<file path="config.mk">
export PLATFORM = sky130hd
export DESIGN_NAME = core_sequencer_flat
export DESIGN_NICKNAME = d
export VERILOG_FILES = /design/src/rtl/core_pkg.sv /design/src/rtl/core_sequencer_if.sv /design/src/rtl/mem_wait_timer.sv /design/src/rtl/core_sequencer.sv /design/src/flat_wrapper.sv
export SDC_FILE = /design/constraint.sdc
export NUM_CORES = 1
export LEC_CHECK = 0
export CAP_MARGIN = 20
export CORE_AREA = 5 5 94 96
export CTS_CLUSTER_SIZE = 12
export DETAILED_ROUTE_END_ITERATION = 10
export DIE_AREA = 0 0 99 101
export GPL_ROUTABILITY_DRIVEN = 0
export PLACE_DENSITY = 0.78
export SLEW_MARGIN = 20
export SYNTH_ARGS = -nofsm -noshare
export SYNTH_HDL_FRONTEND = slang
export SYNTH_SLANG_ARGS = --single-unit
</file>
<file path="constraint.sdc">
create_clock -name clk -period 3.5 [get_ports clk]
set_input_delay 1.05 -clock clk [delete_from_list [all_inputs] [get_ports clk]]
set_output_delay 1.05 -clock clk [all_outputs]
set_load 0.1 [all_outputs]
</file>
<file path="src/rtl/core_pkg.sv">
// Shared definitions for the RV32I core: sequencer states, fault codes and
// the major opcode list (instr[6:2]) used by both the sequencer's legality
// check and the instruction-control decoder.
package core_pkg;

  typedef enum logic [2:0] {
    FETCH  = 3'd0,
    DECODE = 3'd1,
    EXEC   = 3'd2,
    MEM    = 3'd3,
    WB     = 3'd4,
    FAULT  = 3'd5
  } state_t;

  localparam logic [1:0] FAULT_NONE          = 2'd0;
  localparam logic [1:0] FAULT_ILLEGAL       = 2'd1;
  localparam logic [1:0] FAULT_FETCH_TIMEOUT = 2'd2;
  localparam logic [1:0] FAULT_DATA_TIMEOUT  = 2'd3;

  // RV32I major opcodes, instr[6:2]
  localparam logic [4:0] OPC_LOAD     = 5'h00;
  localparam logic [4:0] OPC_MISC_MEM = 5'h03;
  localparam logic [4:0] OPC_OP_IMM   = 5'h04;
  localparam logic [4:0] OPC_AUIPC    = 5'h05;
  localparam logic [4:0] OPC_STORE    = 5'h08;
  localparam logic [4:0] OPC_OP       = 5'h0c;
  localparam logic [4:0] OPC_LUI      = 5'h0d;
  localparam logic [4:0] OPC_BRANCH   = 5'h18;
  localparam logic [4:0] OPC_JALR     = 5'h19;
  localparam logic [4:0] OPC_JAL      = 5'h1b;

  // addi x0,x0,0 -- what the instruction register holds out of reset
  localparam logic [31:0] NOP_INSTR = 32'h0000_0013;

  // True for every major opcode the core implements.
  function automatic logic is_legal_opcode(input logic [4:0] opc);
    logic legal;
    case (opc)
      OPC_LOAD, OPC_MISC_MEM, OPC_OP_IMM, OPC_AUIPC, OPC_STORE,
      OPC_OP, OPC_LUI, OPC_BRANCH, OPC_JALR, OPC_JAL: legal = 1'b1;
      default:                                         legal = 1'b0;
    endcase
    return legal;
  endfunction

endpackage

</file>
<file path="src/rtl/core_sequencer_if.sv">
// Instruction and data memory handshake bundle between the sequencer
// (master) and the memory ports (slave).
//
// Handshake: a request line (instr_mem_req, data_mem_read_req,
// data_mem_write_req) is raised by the master and held, unchanged, until the
// slave answers with the matching ready (instr_mem_ready / data_mem_ready)
// in the same cycle. The transfer completes in the cycle where request and
// ready are both high; instr_mem_data is only meaningful in that cycle. The
// request drops in the following cycle. Ready seen without a request is
// ignored.
interface core_sequencer_if;
  logic        instr_mem_req;
  logic        instr_mem_ready;
  logic [31:0] instr_mem_data;
  logic        data_mem_read_req;
  logic        data_mem_write_req;
  logic        data_mem_ready;

  modport master (
    output instr_mem_req,
    output data_mem_read_req,
    output data_mem_write_req,
    input  instr_mem_ready,
    input  instr_mem_data,
    input  data_mem_ready
  );

  modport slave (
    input  instr_mem_req,
    input  data_mem_read_req,
    input  data_mem_write_req,
    output instr_mem_ready,
    output instr_mem_data,
    output data_mem_ready
  );
endinterface

</file>
<file path="src/rtl/mem_wait_timer.sv">
// Counts cycles spent waiting on a memory ready. expired is raised in the
// waiting cycle that would bring the count up to limit, so the caller can
// still prefer a ready arriving in that same cycle.
module mem_wait_timer (
  input  logic       clk,
  input  logic       rst,
  input  logic       clear,
  input  logic       tick,
  input  logic [7:0] limit,
  output logic       expired
);

  logic [7:0] count;

  // wait counter: cleared on reset or state entry, advances while waiting
  always_ff @(posedge clk) begin
    if (rst || clear) begin
      count <= 8'd0;
    end else if (tick) begin
      count <= count + 8'd1;
    end
  end

  assign expired = tick && (({1'b0, count} + 9'd1) >= {1'b0, limit});

endmodule

</file>
<file path="src/rtl/core_sequencer.sv">
// Multi-cycle control FSM for the single-issue RV32I core. Steps each
// instruction through FETCH, DECODE, EXEC, optional MEM and WB, handshakes
// with the memory ports and turns the decoder's level signals into one-cycle
// enables.
module core_sequencer
  import core_pkg::*;
#(
  parameter int unsigned MEM_TIMEOUT = 16
) (
  input  logic               clk,
  input  logic               reset,
  core_sequencer_if.master   mem,
  output logic [31:0]        instr,
  input  logic               should_read_mem,
  input  logic               should_write_mem,
  input  logic               should_write_reg,
  output logic               reg_write_en,
  output logic               pc_write_en,
  output logic [31:0]        retire_count,
  output logic               fault,
  output logic [1:0]         fault_code,
  output state_t             dbg_state
);

  localparam logic [7:0] TIMEOUT_LIMIT = 8'(MEM_TIMEOUT);

  state_t     state;
  state_t     state_next;
  logic [1:0] fault_code_next;
  logic       load_instr;
  logic       retire;
  logic       wait_clear;
  logic       wait_tick;
  logic       wait_expired;
  logic       instr_legal;

  // A load that is also a store is treated like a bad opcode.
  assign instr_legal = (instr[1:0] == 2'b11) && is_legal_opcode(instr[6:2]) &&
                       !(should_read_mem && should_write_mem);

  // The wait counter restarts whenever the FSM enters a new state, which
  // covers entry into both FETCH and MEM.
  assign wait_clear = (state_next != state);

  mem_wait_timer u_wait_timer (
    .clk     (clk),
    .rst     (reset),
    .clear   (wait_clear),
    .tick    (wait_tick),
    .limit   (TIMEOUT_LIMIT),
    .expired (wait_expired)
  );

  // state, instruction register, retire counter and fault code
  always_ff @(posedge clk) begin
    if (reset) begin
      state        <= FETCH;
      instr        <= NOP_INSTR;
      retire_count <= 32'd0;
      fault_code   <= FAULT_NONE;
    end else begin
      state      <= state_next;
      fault_code <= fault_code_next;
      if (load_instr) begin
        instr <= mem.instr_mem_data;
      end
      if (retire) begin
        retire_count <= retire_count + 32'd1;
      end
    end
  end

  // next-state and per-state request/strobe decode
  always_comb begin
    state_next             = state;
    fault_code_next        = fault_code;
    load_instr             = 1'b0;
    retire                 = 1'b0;
    wait_tick              = 1'b0;
    mem.instr_mem_req      = 1'b0;
    mem.data_mem_read_req  = 1'b0;
    mem.data_mem_write_req = 1'b0;
    reg_write_en           = 1'b0;
    pc_write_en            = 1'b0;
    case (state)
      FETCH: begin
        mem.instr_mem_req = 1'b1;
        if (mem.instr_mem_ready) begin
          load_instr = 1'b1;
          state_next = DECODE;
        end else begin
          wait_tick = 1'b1;
          if (wait_expired) begin
            state_next      = FAULT;
            fault_code_next = FAULT_FETCH_TIMEOUT;
          end
        end
      end
      DECODE: begin
        if (instr_legal) begin
          state_next = EXEC;
        end else begin
          state_next      = FAULT;
          fault_code_next = FAULT_ILLEGAL;
        end
      end
      EXEC: begin
        state_next = (should_read_mem || should_write_mem) ? MEM : WB;
      end
      MEM: begin
        mem.data_mem_read_req  = should_read_mem;
        mem.data_mem_write_req = should_write_mem;
        if (mem.data_mem_ready) begin
          state_next = WB;
        end else begin
          wait_tick = 1'b1;
          if (wait_expired) begin
            state_next      = FAULT;
            fault_code_next = FAULT_DATA_TIMEOUT;
          end
        end
      end
      WB: begin
        reg_write_en = should_write_reg;
        pc_write_en  = 1'b1;
        retire       = 1'b1;
        state_next   = FETCH;
      end
      FAULT: begin
        state_next = FAULT;
      end
      default: begin
        state_next = FETCH;
      end
    endcase
  end

  assign fault     = (state == FAULT);
  assign dbg_state = state;

endmodule

</file>
<file path="src/flat_wrapper.sv">
// flat-port wrapper written by rule: the top's interface ports become plain ports
module core_sequencer_flat import core_pkg::*;
#(
  parameter int unsigned MEM_TIMEOUT = 16
)
  (clk, reset, instr, should_read_mem, should_write_mem, should_write_reg, reg_write_en, pc_write_en, retire_count, fault, fault_code, dbg_state, mem_instr_mem_req, mem_data_mem_read_req, mem_data_mem_write_req, mem_instr_mem_ready, mem_instr_mem_data, mem_data_mem_ready);
  core_sequencer_if mem_i ();
  input  logic clk;
  input  logic reset;
  output logic [31:0] instr;
  input  logic should_read_mem;
  input  logic should_write_mem;
  input  logic should_write_reg;
  output logic reg_write_en;
  output logic pc_write_en;
  output logic [31:0] retire_count;
  output logic fault;
  output logic [1:0] fault_code;
  output state_t dbg_state;
  output wire logic [$bits(mem_i.instr_mem_req)-1:0] mem_instr_mem_req;
  output wire logic [$bits(mem_i.data_mem_read_req)-1:0] mem_data_mem_read_req;
  output wire logic [$bits(mem_i.data_mem_write_req)-1:0] mem_data_mem_write_req;
  input wire logic [$bits(mem_i.instr_mem_ready)-1:0] mem_instr_mem_ready;
  input wire logic [$bits(mem_i.instr_mem_data)-1:0] mem_instr_mem_data;
  input wire logic [$bits(mem_i.data_mem_ready)-1:0] mem_data_mem_ready;
  assign mem_instr_mem_req = mem_i.instr_mem_req;
  assign mem_data_mem_read_req = mem_i.data_mem_read_req;
  assign mem_data_mem_write_req = mem_i.data_mem_write_req;
  assign mem_i.instr_mem_ready = mem_instr_mem_ready;
  assign mem_i.instr_mem_data = mem_instr_mem_data;
  assign mem_i.data_mem_ready = mem_data_mem_ready;
  core_sequencer #(.MEM_TIMEOUT(MEM_TIMEOUT)) u_core (.clk(clk), .reset(reset), .mem(mem_i), .instr(instr), .should_read_mem(should_read_mem), .should_write_mem(should_write_mem), .should_write_reg(should_write_reg), .reg_write_en(reg_write_en), .pc_write_en(pc_write_en), .retire_count(retire_count), .fault(fault), .fault_code(fault_code), .dbg_state(dbg_state));
endmodule
</file>
* Word-level counts from Yosys, hierarchy flattened
Memories as Yosys holds them, arrays and structs flattened. A register that Yosys moved wholly into a read port is not among the register bits.
Index checks and enable logic that the tools add are counted.
Widths: inputs -> output; s select.
** Word-level totals
- Flip-flop bits (word level) :: 77
- Bits in latches :: 0
- Memory bits (writable) :: 0
- Memory bits (read-only) :: 32
- Bits of input ports :: 39
- Output and inout bits :: 75
- Word-level logic and storage cells :: 56
- Memories :: 1
** Memories
- (no name shown) :: words 32, bits a word 1, read ports 1, clocked after memory_dff 1, write ports 0, line core_pkg.sv:38 : case (opc)
** Cells by class
- Add/sub/neg operators :: 3
- Multiply operators :: 0
- Divide/modulo/power cells :: 0
- Magnitude comparators :: 1
- Equality and inequality tests :: 12
- Shift operators :: 0
- Mux-type cells :: 24
- Bitwise logic cells :: 0
- Reduce and logical (&&, ||, !) cells :: 10
** Operators by type and width (number)
- $add 32x1->32 const B :: 1
- $mux 3 :: 5
- $pmux 3 s5 :: 1
- $mux 2 :: 5
- $mux 5 :: 2
- $ne 2x2->1 const B :: 5
- $add 8x1->9 const B :: 1
- $ge 9x5->1 const B :: 1
- $mux 1 :: 9
- $add 8x1->8 const B :: 1
- $eq 3x2->1 const B :: 2
- $eq 3x3->1 const B :: 2
- $pmux 2 s3 :: 1
- $reduce_and 6->1 :: 1
- $logic_and 1x1->1 :: 4
- $eq 3x1->1 const B :: 1
- $logic_not 3->1 :: 1
- $ne 3x3->1 :: 1
- $reduce_bool 3->1 :: 1
- $eq 2x2->1 const B :: 1
- $logic_or 1x1->1 :: 2
- $pmux 1 s2 :: 1
- $logic_not 1->1 :: 1

* Logic depth before layout (Yosys ltp)
Gate-level depths: netlist (run 1).
- Depth after elaboration :: 8
- Depth in mapped cells :: 10
- Mapped depth without buffers :: 8

* By module
From an unflattened synthesis (run 1), not the netlist that was laid out.
** Unflattened totals
- Cells, all modules :: 471
- Area, all modules :: 3848.7 um^2
** By module, submodules not included
- core_sequencer :: instances 1, cells each 395, area each 3229.3 um^2, seq. area each 1401.3 um^2
- mem_wait_timer :: instances 1, cells each 76, area each 619.3 um^2, seq. area each 160.2 um^2

* Worst setup path after synthesis (run 1)
No wires, ideal clock.
- Kind :: register to output
- Start :: reg u_core.state[0], in the netlist u_core.dbg_state[0]
- End :: out mem_instr_mem_req
- Data arrival time :: 3.206 ns
- Data required time :: 2.450 ns
- Path slack :: -0.756 ns
- Cell stages (with the launch flop) :: 4
- Buffers on the path :: 2
- Cell sequence :: dfxtp_1 > clkbuf_2 > clkbuf_1 > nor3_1
** On the way
- Longest elaborated chain between the ends :: 2
** RTL lines
- start: declaration :: line core_sequencer.sv:27 : state_t state;
- start signal: assignment :: line core_sequencer.sv:62 : state <= state_next;
- $logic_not 3->1 :: line core_sequencer.sv:85 : case (state)
- $mux 1 :: line core_sequencer.sv:85
- end: declaration :: line flat_wrapper.sv:20 : output wire logic [$bits(mem_i.instr_mem_req)-1:0] mem_instr_mem_req;
No other way between the ends.

* Worst setup path after layout (run 1)
- Start :: in should_read_mem
- End :: out mem_data_mem_read_req
** On the way
- Longest elaborated chain between the ends :: 1
** RTL lines
- start: declaration :: line flat_wrapper.sv:11 : input logic should_read_mem;
- $mux 1 :: line core_sequencer.sv:85
- end: declaration :: line flat_wrapper.sv:21 : output wire logic [$bits(mem_i.data_mem_read_req)-1:0] mem_data_mem_read_req;
No other way between the ends.

==> results of run 1 <==
metal layers:
metal	track usage (%)	wire length, µm	vias to the layer above
li1	-	-	1643
met1	20.2	3670	1511
met2	29.1	4260	111
met3	7.89	868	8
met4	6.30	101	0
met5	0	0	-
sequential cells by signal, summed over array words and instances (netlist names), named ones only:
register,flops
u_core.instr,32
u_core.u_wait_timer.count,8
u_core.fault_code,2
u_core.dbg_state,3
u_core.retire_count,32
cells by family after synthesis:
family,Yosys count,synth area share [%]
xor gates and xnor gates,34,8.50
and+or+nand+nor,205,28.7
muxes,6,1.79
buffers and inverters,34,3.89
adders and majority gates,5,1.79
AOI/OAI and AO/OA,63,10.8
DFF,78,44.6
power breakdown:
| group | internal [mW] | switching (mW) | total [mW] |
|---|---|---|---|
| sequential | 0.943 | 0.0599 | 1.00 |
| clock | 0.477 | 0.328 | 0.805 |
| combinational | 0.201 | 0.600 | 0.802 |
| total | 1.62 | 0.988 | 2.61 |
how the worst min path moves through the flow:
stage                                   endpoint  cells past startpoint
floorplan           u_core.u_wait_timer.count[4]                      2
global placement                u_core.instr[29]                      2
detailed placement              u_core.instr[18]                      2
CTS                             u_core.instr[18]                      2
global route                    u_core.instr[22]                      2
finish                          u_core.instr[22]                      2
critical path, stage by stage:
cell and delay (ps):
clkdlybuf4s50_1 500, inv_1 60, nor2_1 220, buf_12 210
cells in the final DEF, fill, tap and decap left out, types with 3 or more instances in the layout:
cell             netlist  routed
dfxtp_1               78      78
nand2_1               75      75
buf_4                  0      75
nor2_1                47      47
a21oi_1               38      38
clkdlybuf4s50_1        0      37
nand3_1               20      20
xor2_1                19      19
xnor2_1               15      15
inv_1                 12      12
nor3_1                11      10
clkbuf_8               0       9
nand2b_1               7       7
nand4_1                7       7
nand3b_1               6       6
and4_1                 6       6
o21ai_0                6       6
nor2b_1                5       5
a21o_1                 5       5
and3_1                 5       5
ha_1                   5       5
mux2i_1                4       4
and2_1                 3       3
a31oi_1                3       3
nor4_1                 3       3
bufinv_16              0       3
buf_12                 0       3
layout make-up:
class                      count  area, µm²
clock buffer                  11        131
sequential                    78       1560
tap                          105        131
fill                         694       3180
multi-input combinational    313       1820
clock inverter                 5        106
timing repair buffer         116        998
inverter                      12       45.0
==> results by group, run 1 <==
Run status
  – Outcome: finished, final reports clean

Floorplanning
  – Num rows: 33
  – Die ar.: roughly 10000 µm²
  – Initial Utilization: 43.9%
  – Top Ports: around 110
  – Die Y: 101 µm
  – Core ar.: about 8000 µm²
  – Die X: just under 100 µm

Timing
  – Sum Neg Setup Slack: 0 ps
  – Tmin final: 3100 ps
  – Final WS setup: 397 ps
  – Slew @ Worst Pin: 718 ps
  – Final Hold Vio Count: 0
  – Final period util: between 80% and 90%
  – Slew Limit Fails: 0
  – Setup Skew: around 9 ps
  – Final Hold Slack: 458 ps
  – RSZ-0062 raised after global routing: no
  – Slew HR: 52.1%
  – # setup viols final: 0
  – Peak Freq: between 0.3 and 0.4 GHz

Setup path
  – Worst r2r path cells: 5
  – R2R Path End: u_core.retire_count[31]
  – Critical path arrival: around 2100 ps
  – Reg2reg setup slack: a little over 900 ps
  – CP Launch Type: input pin
  – CP endpoint kind: output pin
  – Worst R2R Start: u_core.dbg_state[2]
  – Crit. Startpoint: should_read_mem
  – CP required: 2450 ps
  – Critical path class: in -> out
  – Crit path max fanout: 3
  – Worst Setup EP: mem_data_mem_read_req

Drt
  – Antenna Nets Post-Route: 0
  – # DRC: 0
  – Initial DRC Count: 79
  – Routed vias/inst: 5.11
  – Via count: 3273
  – Routed wire length: 8900 µm
  – WL/cell: 13.9 µm
  – Drt pass-1 iters: 4

Clock tree
  – Post-CTS sizing: 0
  – Worst-Skew Late Latency: 350 ps
  – H-Tree Depth: 3
  – Max clock buf depth: 2
  – Post-CTS Setup Bufs: 0
  – Total CTS buffers: 9
  – CTS tree: done
  – CTS sink count: 78
  – Clock transition at the registers of the reported paths: 70 ps
  – Root Buffer: clkbuf_8
  – Cts-stage hold buffer count: 0

Yosys
  – Cells after Synth: 425
  – Post-synthesis sequential area ratio: between 40 and 50%
  – Synth Register Bits: between 70 and 80
  – Yosys cell types: 46
  – Synth area leader: dfxtp_1
  – Area fraction of the dominant cell type after synthesis: 44.6%
  – Top cells by count, synth: dfxtp_1 (78), nand2_1 (75), nor2_1 (47), a21oi_1 (38), nand3_1 (20)
  – Yosys warns: 0
  – Main synth FF type: dfxtp_1
  – Avg Inst Size Synth: slightly above 8 µm²
  – FFs w/ async S/R, synth: 0%
  – Syn_nets: roughly 470
  – Cell area after synthesis: 3500 µm²
  – Ranking of synthesized cells by area: dfxtp_1 (45%), nand2_1 (8.0%), a21oi_1 (5.4%), nor2_1 (5.0%), xor2_1 (4.8%)
  – Post-synth EDFFs: 0
  – Most instantiated library cell after synthesis: dfxtp_1

Global route
  – Vias in the first global route: between 3000 and 4000
  – Global-route wire length before repair: 14400 µm
  – Total GRT Usage: 17.6%
  – Antenna violations before repair: 0
  – GRT Residual Overflow: 0
  – Pin count of the biggest net entering global routing: 42

Placement
  – Pre-CTS setup slack: 152 ps
  – Dpl cells: 624
  – Post-Place Cell Area: between 4000 and 5000 µm²
  – Post-DP HPWL: between 6000 and 7000 µm
  – IO buf count: 113

Power and ir drop
  – Overall Power: about 2.6 mW
  – Peak VDD IR: around 340 µV
  – Leak: about 2 nW
  – PwrDens: 545 nW/µm²

Finish
  – Area Growth Syn to Fin: 36.8%
  – Final instance area: 4790 µm²
  – Post-Layout Cell Count: 640
  – Fraction of layout cells with a size suffix above 1: 19.6%
  – Nets: 574
  – Ant. Diodes: 0
  – Final core occ: 60.1%

Flow run
  – Max-capacitance violation count: 0

Min path
  – Hold_sp: u_core.instr[22]
  – Hold Crit Class: reg -> reg
(Power assumes the default switching activity.)
==> run 2: changes to the inputs <==
Settings changed: PLACE_DENSITY 0.78 to 0.89, SETUP_SLACK_MARGIN from default to 0.15.
==> results by group, run 2 (synthesis results as in run 1) <==
Power and ir drop
  – Logic pwr share: 29.7% (was 30.7%)
  – Clock group share of total power: 33.2% (was 30.8%)
  – Net switching power: 1.01 mW (was 0.988 mW)
  – Internal power: 1.70 mW (was 1.62 mW)
  – Sequential Power Share: 37.1% (was 38.4%)
  – Leak: 1.97 nW (was 1.95 nW)
  – PwrDens: 560 nW/µm² (was 545 nW/µm²)
  – Peak VDD IR: 316 µV (was 336 µV)
  – Sw Ratio: 37.3% (was 37.9%)

Setup path
  – CP required: 2450 ps (about the same)
  – Crit path max fanout: 3 (unchanged)
  – CP endpoint kind: output pin (unchanged)
  – Critical path arrival: 2010 ps (was 2050 ps)
  – Critical path class: in -> out (unchanged)
  – CP Launch Type: input pin (unchanged)

Timing
  – Sum Neg Setup Slack: 0 ps (unchanged)
  – Final Hold Vio Count: 0 (unchanged)
  – Final Hold Slack: 461 ps (was 458 ps)
  – Peak Freq: 0.327 GHz (was 0.322 GHz)
  – # setup viols final: 0 (unchanged)
  – Slew Limit Fails: 0 (unchanged)
  – Tmin final: 3060 ps (was 3100 ps)
  – Final WS setup: 440 ps (was 397 ps)
  – Setup Skew: 13.5 ps (was 8.81 ps)
  – Slew HR: 53.4% (was 52.1%)
  – Final period util: 87.4% (was 88.7%)
  – Slew @ Worst Pin: 698 ps (was 718 ps)
  – RSZ-0062 raised after global routing: no (unchanged)

Clock tree
  – CTS tree: done (unchanged)
  – Post-CTS Setup Bufs: 0 (unchanged)
  – Cts-stage hold buffer count: 0 (unchanged)
  – Clock transition at the registers of the reported paths: 80 ps (was 70 ps)
  – Worst-Skew Late Latency: 350 ps (about the same)
  – Total CTS buffers: 9 (unchanged)
  – CTS sink count: 78 (unchanged)
  – Post-CTS sizing: 0 (unchanged)
  – H-Tree Depth: 3 (unchanged)
  – Max clock buf depth: 2 (unchanged)
  – Root Buffer: clkbuf_8 (unchanged)

Floorplanning
  – Die ar.: 10000 µm² (unchanged)
  – Die Y: 101 µm (unchanged)
  – Die X: 99 µm (unchanged)
  – Core ar.: 7970 µm² (unchanged)
  – Num rows: 33 (unchanged)
  – Initial Utilization: 43.9% (unchanged)
  – Top Ports: 114 (unchanged)

Finish
  – Most frequent cells in the layout: dfxtp_1 (77), buf_4 (76), nand2_1 (75) (was dfxtp_1 (78), nand2_1 (75), buf_4 (75))
  – Ant. Diodes: 0 (unchanged)
  – Commonest non-fill, non-tap cell in the layout: dfxtp_1 (unchanged)
  – Final core occ: 60.7% (was 60.1%)
  – Nets: 575 (was 574)
  – Post-Layout Cell Count: 641 (was 640)
  – Area Growth Syn to Fin: 38.2% (was 36.8%)
  – Fraction of layout cells with a size suffix above 1: 20.9% (was 19.6%)
  – Largest registers: u_core.instr: 32 flops, u_core.retire_count: 32 flops, u_core.u_wait_timer.count: 8 flops (unchanged)

Placement
  – Post-DP HPWL: 6710 µm (was 6600 µm)
  – Pre-CTS setup slack: 178 ps (was 152 ps)
  – IO buf count: 113 (unchanged)
  – Dpl cells: 625 (was 624)

Global route
  – Total GRT Usage: 18.4% (was 17.6%)
  – Vias in the first global route: 3262 (was 3141)
  – Antenna violations before repair: 0 (unchanged)
  – Pin count of the biggest net entering global routing: 41 (was 42)
  – Global-route wire length before repair: 15300 µm (was 14400 µm)
  – GRT Residual Overflow: 0 (unchanged)

Drt
  – Routed wire length: 9110 µm (was 8900 µm)
  – WL/cell: 14.2 µm (was 13.9 µm)
  – # DRC: 0 (unchanged)
  – Via count: 3339 (was 3273)
  – Initial DRC Count: 157 (was 79)
  – Drt pass-1 iters: 4 (unchanged)
  – Antenna Nets Post-Route: 0 (unchanged)
  – Routed vias/inst: 5.21 (was 5.11)

Min path
  – Hold Crit Class: reg -> reg (unchanged)

Flow run
  – Max-capacitance violation count: 0 (unchanged)

Run status
  – Outcome: finished, final reports clean (unchanged)
-- run 2: path summary, 6_finish.rpt --
kind,endpoint,cells past startpoint,slack (ps),start
setup / recovery,mem_data_mem_read_req,4,440,should_read_mem
hold / removal,u_core.instr[22],2,460,u_core.instr[22]
setup reg to reg,u_core.retire_count[27],5,870,u_core.dbg_state[2]
hold reg to reg,u_core.instr[22],2,460,u_core.instr[22]
-- run 2: through the flow --
step	power [mW]	instance area, µm²
finish	2.71	4840
global route	2.81	4840
CTS	2.72	4840
detailed placement	1.83	4570
global placement	1.82	4570
floorplan	1.63	3510
-- run 2: critical path, cell delays in order --
cell and delay [ps]:
clkdlybuf4s50_1 510, inv_1 90, nor2_2 160, buf_12 190
-- run 2: final cells by class --
cell class	instances	area, µm²
clock inverters	7	145
flip-flops and latches	78	1560
fillers	673	3130
repair buffers	117	1010
inverters	12	45.0
multi-input cells	313	1820
well taps	105	131
clock buffers	9	124
-- run 2: metal layers --
layer	up-vias	share of wire, %	routed length [µm]	track usage [%]
li1	1650	-	-	-
met1	1569	41	3760	21.7
met2	108	51	4690	33.1
met3	12	6.0	549	4.29
met4	0	1.3	121	5.88
met5	-	0	0	0
-- run 2: power by group through the flow --
stage / registers (mW) / logic, mW / clock network, mW
final: 1.01 / 0.805 / 0.898
after global routing: 1.01 / 0.846 / 0.947
after CTS: 1.00 / 0.808 / 0.911
after detailed placement: 1.02 / 0.806 / 0
after global placement: 1.02 / 0.795 / 0
after floorplan: 1.37 / 0.264 / 0
==> run 3: changes to the inputs <==
Settings changed: CAP_MARGIN 20 to default.
==> results of run 3 <==
Final layout, timing and power as in run 2 (identical DEF).
